File: src/rtl/mic_pkg.sv
// Shared constants and types for the I2S microphone sample path.
package mic_pkg;
  localparam int unsigned MIC_DW = 18;
  localparam logic [MIC_DW-1:0] MIC_OFFSET = 18'h20000;
  typedef logic [MIC_DW-1:0] mic_sample_t;
endpackage

File: src/rtl/mic_sample_ram.sv
// DEPTH x DW sample storage: one synchronous write port, asynchronous read.
module mic_sample_ram #(
  parameter int unsigned DEPTH = 16,
  parameter int unsigned DW    = 18,
  parameter int unsigned AW    = $clog2(DEPTH)
) (
  input  logic          clk,
  input  logic          we,
  input  logic [AW-1:0] waddr,
  input  logic [DW-1:0] wdata,
  input  logic [AW-1:0] raddr,
  output logic [DW-1:0] rdata
);
  logic [DW-1:0] mem [DEPTH];

  always_ff @(posedge clk) begin
    if (we) mem[waddr] <= wdata;
  end

  assign rdata = mem[raddr];
endmodule

File: src/rtl/mic_sample_fifo.sv
// Captures one receiver sample per in_rdy rising edge into a FWFT FIFO.
// Optional MIC_PEAK_EN adds a peak-magnitude tracker (peak, clr_peak).
module mic_sample_fifo
  import mic_pkg::*;
#(
  parameter int unsigned DW    = MIC_DW,
  parameter int unsigned DEPTH = 16,
  parameter int unsigned LW    = $clog2(DEPTH) + 1
) (
  input  logic          dclk,
  input  logic          rst_n,
  input  logic [DW-1:0] in_data,
  input  logic          in_rdy,
  output logic [DW-1:0] out_data,
  output logic          out_valid,
  input  logic          out_ready,
  output logic [LW-1:0] level,
  output logic          full,
  output logic          overflow,
  input  logic          clr_ovf
`ifdef MIC_PEAK_EN
  ,
  output logic [DW-2:0] peak,
  input  logic          clr_peak
`endif
);
  localparam int unsigned AW = $clog2(DEPTH);
  localparam logic [LW-1:0] LVL_FULL = LW'(DEPTH);

  logic          rdy_q;
  logic [AW-1:0] wptr, rptr;
  logic [DW-1:0] rd_data;
  logic          push, pop, accept, drop;

  assign push   = in_rdy & ~rdy_q;
  assign pop    = out_valid & out_ready;
  // When full, a coincident pop frees the slot the push writes into.
  assign accept = push & (~full | pop);
  assign drop   = push & full & ~pop;

  assign out_valid = (level != '0);
  assign full      = (level == LVL_FULL);
  assign out_data  = out_valid ? rd_data : '0;

  mic_sample_ram #(
    .DEPTH (DEPTH),
    .DW    (DW),
    .AW    (AW)
  ) u_ram (
    .clk   (dclk),
    .we    (accept),
    .waddr (wptr),
    .wdata (in_data),
    .raddr (rptr),
    .rdata (rd_data)
  );

  always_ff @(posedge dclk) begin
    if (!rst_n) begin
      rdy_q    <= 1'b1;
      wptr     <= '0;
      rptr     <= '0;
      level    <= '0;
      overflow <= 1'b0;
    end else begin
      rdy_q <= in_rdy;
      if (accept) wptr <= wptr + 1'b1;
      if (pop)    rptr <= rptr + 1'b1;
      unique case ({accept, pop})
        2'b10:   level <= level + 1'b1;
        2'b01:   level <= level - 1'b1;
        default: level <= level;
      endcase
      if (drop)         overflow <= 1'b1;
      else if (clr_ovf) overflow <= 1'b0;
    end
  end

`ifdef MIC_PEAK_EN
  logic [DW-1:0] diff;
  logic [DW-2:0] mag;

  // Offset-binary to magnitude; only the most negative code saturates.
  always_comb begin
    diff = (in_data >= DW'(MIC_OFFSET)) ? in_data - DW'(MIC_OFFSET)
                                        : DW'(MIC_OFFSET) - in_data;
    mag  = diff[DW-1] ? '1 : diff[DW-2:0];
  end

  always_ff @(posedge dclk) begin
    if (!rst_n) begin
      peak <= '0;
    end else if (clr_peak) begin
      peak <= accept ? mag : '0;
    end else if (accept && (mag > peak)) begin
      peak <= mag;
    end
  end
`endif
endmodule

File: config.mk
export PLATFORM = sky130hd
export DESIGN_NAME = mic_sample_fifo
export DESIGN_NICKNAME = d
export VERILOG_FILES = /design/src/rtl/mic_pkg.sv /design/src/rtl/mic_sample_ram.sv /design/src/rtl/mic_sample_fifo.sv
export SDC_FILE = /design/constraint.sdc
export NUM_CORES = 1
export LEC_CHECK = 0
export BUFFER_PORTS_ARGS = -buffer_cell sky130_fd_sc_hd__buf_4
export CAP_MARGIN = 20
export CORE_MARGIN = 3
export CORE_UTILIZATION = 30
export CTS_BUF_LIST = sky130_fd_sc_hd__clkbuf_4
export DETAILED_ROUTE_END_ITERATION = 7
export SYNTH_ARGS = -nofsm -noshare
export SYNTH_HDL_FRONTEND = slang
export SYNTH_SLANG_ARGS = --single-unit
File: constraint.sdc
create_clock -name dclk -period 4.15 [get_ports dclk]
set_input_delay 0.2075 -clock dclk [delete_from_list [all_inputs] [get_ports dclk]]
set_output_delay 0.2075 -clock dclk [all_outputs]
set_load 0.02 [all_outputs]
==> results.py <==
metrics = {
    "finish": {
        "nNetsFinal": 720,
        "final_common_cell": "edfxtp_1",
        "multiInputGateArea_um2": 2830,
        "fin_area_um2": 14300,
        "fillCellCount": 3627,
        "area_growth_pct": 19.4,
        "drive_above_1_share_pct": 40.1,
        "layout_common_cells": "edfxtp_1 (288), clkbuf_4 (114), mux4_2 (90)",
        "register_area_um2": 9040,
    },
    "drt": {
        "drtPass1Iterations": 4,
        "routed-wl-met2_um": 12400,
        "wl_per_cell_um": 19.6,
        "postRouteAntennaNets": 0,
        "post-route-drc-count": 0,
        "top_layer": "met4",
        "vias": 5826,
        "drtIter0Drc": 361,
        "postRouteWirelength_um": 24800,
        "vias_per_cell": 4.60,
        "met3WireLength_um": 1220,
        "wl_met1_um": 10800,
    },
    "sta": {
        "tightest_slew_ns": 0.951,
        "slew_headroom_pct": 36.6,
        "setup_tns_ns": 0,
        "rsz0062_at_grt": "false",
        "fmax_mhz": 301,
        "fin_skew_ns": 0.0370,
        "setup_viol": 0,
        "fin_crit_sh_pct": 80.1,
        "slew_violations": 0,
        "hold_viol": 0,
        "fin_crit_ns": 3.32,
    },
    "logic_synthesis": {
        "async_flop_share_pct": 0,
        "synth.net_count": 572,
        "syn_area_per_cell_um2": 22.2,
        "synth_seq_cells": 307,
        "syn_inst": 542,
        "ys_warn_count": 0,
        "yosysSeqAreaShare_pct": 75.2,
        "ys_types": 33,
        "synth-main-ff-cell": "edfxtp_1",
        "synth-edff-count": 288,
        "synth_area_um2": 12000,
    },
    "die": {
        "core_region_area_um2": 39100,
        "die_h_um": 206,
        "start_util_pct": 30.7,
        "num_io_pins": 49,
        "die-area_um2": 42500,
        "std_cell_rows": 72,
        "fp.dieW_um": 206,
    },
    "pwr": {
        "power_frac_clock_pct": 32.3,
        "power_frac_seq_pct": 46.0,
        "pwr-share-comb_pct": 21.7,
        "switching_share_pct": 27.7,
        "ir_drop_mv": 0.192,
        "p_sw_mw": 2.13,
        "p_int_mw": 5.55,
        "leakage_nw": 4.60,
        "power.density_nw_per_um2": 535,
    },
    "global_route": {
        "grt.overflow.total": 0,
        "antenna_found_initial": 1,
        "grt_pass1_vias": 6227,
        "grt_max_degree": 43,
        "grt_use_total_pct": 12.1,
        "grt_pass1_wl_um": 38000,
    },
    "worst_setup_path": {
        "slowest_stage": "dfxtp_4",
        "crit_family": "multiplexers",
        "cp.required_ns": 3.94,
        "critPathMaxStageDelay_ns": 0.62,
        "crit_fanout": 21,
        "worstSetupPathType": "flip-flop to output pin",
        "timing.critical_path.buf_inv": 2,
        "arrival_ns": 3.11,
        "start_kind": "flip-flop",
        "critical_path.cell_chain": "buf_4 > mux4_2 > mux4_2 > and2_1 > buf_4",
        "end_kind": "output pin",
        "ff2ff_setup_slack_ns": 1.20,
    },
    "clock_tree": {
        "cts_buffers": 79,
        "cts_tree": "built",
        "h-tree-depth": 3,
        "cts_root_buffer": "clkbuf_4",
        "clk_path_buf_depth": 3,
        "clkTransAtPathRegs_ns": 0.06,
        "cts_sinks": 307,
        "post_cts.resized_instances": 0,
        "clock_latency_ns": 0.68,
    },
    "min_path": {
        "min_path_type": "input pin to flip-flop",
    },
    "run": {
        "max_cap_violations": 0,
    },
    "placed_design": {
        "numPortBuffers": 48,
        "placed_cell_area_um2": 13100,
        "dp_hpwl_um": 14600,
        "gp_congestion": 0.728,
    },
    "outcome": {
        "status": "complete, no violations",
    },
}
## path summary, 6_finish.rpt
path                    start                end  cells past startpoint
setup / recovery    flip-flop       out_data[10]                      5
hold / removal    in_data[14]  u_ram.mem[10][14]                      2
hold reg to reg       rptr[3]          flip-flop                      2
setup reg to reg     level[1]   u_ram.mem[10][5]                      5
## logic make-up (layout without fill, tap and decap cells)
logic type	count (synthesis)	in the layout	share of synthesized area [%]
buffers and inverters	35	239	1.63
other	0	2	0
AND/OR/NAND/NOR	75	75	3.55
XOR/XNOR	8	8	0.584
AO/OA/AOI/OAI	16	16	1.09
flip-flops	307	307	75.2
adder cells (fa/ha/maj)	7	7	0.729
multiplexers	94	94	17.2
## cells in the mapped netlist, types with 7 or more instances
library cell  instances  area share (%)
inv_1                 9            0.28
and2_1               30             1.6
dfxtp_1              19             3.2
edfxtp_1            288              72
mux4_2               90              17
nand2_1              10            0.31
clkbuf_1             15            0.47
nor2_1                8            0.25
nor3_1                9            0.38
buf_6                 8            0.75
ha_1                  7            0.73
## power groups by stage
stage	clock [mW]	sequential (mW)	combinational, mW
after floorplan	0	3.55	1.11
after global placement	0	3.60	1.65
after detailed placement	0	3.60	1.65
after CTS	2.57	3.54	1.68
after global routing	2.76	3.54	1.81
final	2.48	3.53	1.66
## per-stage QoR
step / hold slack, ns / utilization (%) / cells / power (mW) / setup WS, ns
6_report: 0.370 / 36.7 / 1266 / 7.67 / 0.828
5_1_grt: 0.341 / 36.6 / 1265 / 8.12 / 0.598
4_1_cts: 0.295 / 36.6 / 1263 / 7.79 / 0.690
3_5_place_dp: 0.443 / 33.5 / 1102 / 5.25 / 1.17
3_3_place_gp: 0.435 / 33.5 / 1102 / 5.25 / 1.26
2_1_floorplan: 0.306 / - / 542 / 4.65 / 1.02
## state kept, by name (all words and copies together) (netlist names), named ones only
register,cells
overflow,1
u_ram.mem,288
rdy_q,1
rptr,4
wptr,4
level,5
## repair_timing
action,4_1_cts,5_1_grt
hold buffers,24,0
buffers inserted,0,0
hold endpoints to repair,307,0
## metal layers
| metal | track usage [%] | up-vias |
|---|---|---|
| li1 | - | 2592 |
| met2 | 19.7 | 138 |
| met1 | 16.1 | 3056 |
| met3 | 2.93 | 40 |
| met5 | 0 | - |
| met4 | 3.56 | 0 |
## area by class of cell
type	instances	area share, %
repair buffers	93	5.52
well taps	518	4.52
diodes	2	0.0349
multi-input cells	200	19.8
clock inverters	23	0.882
clock buffers	114	5.97
inverters	9	0.236
flip-flops and latches	307	63.1
No activity file was read; power rests on OpenSTA's default activity.
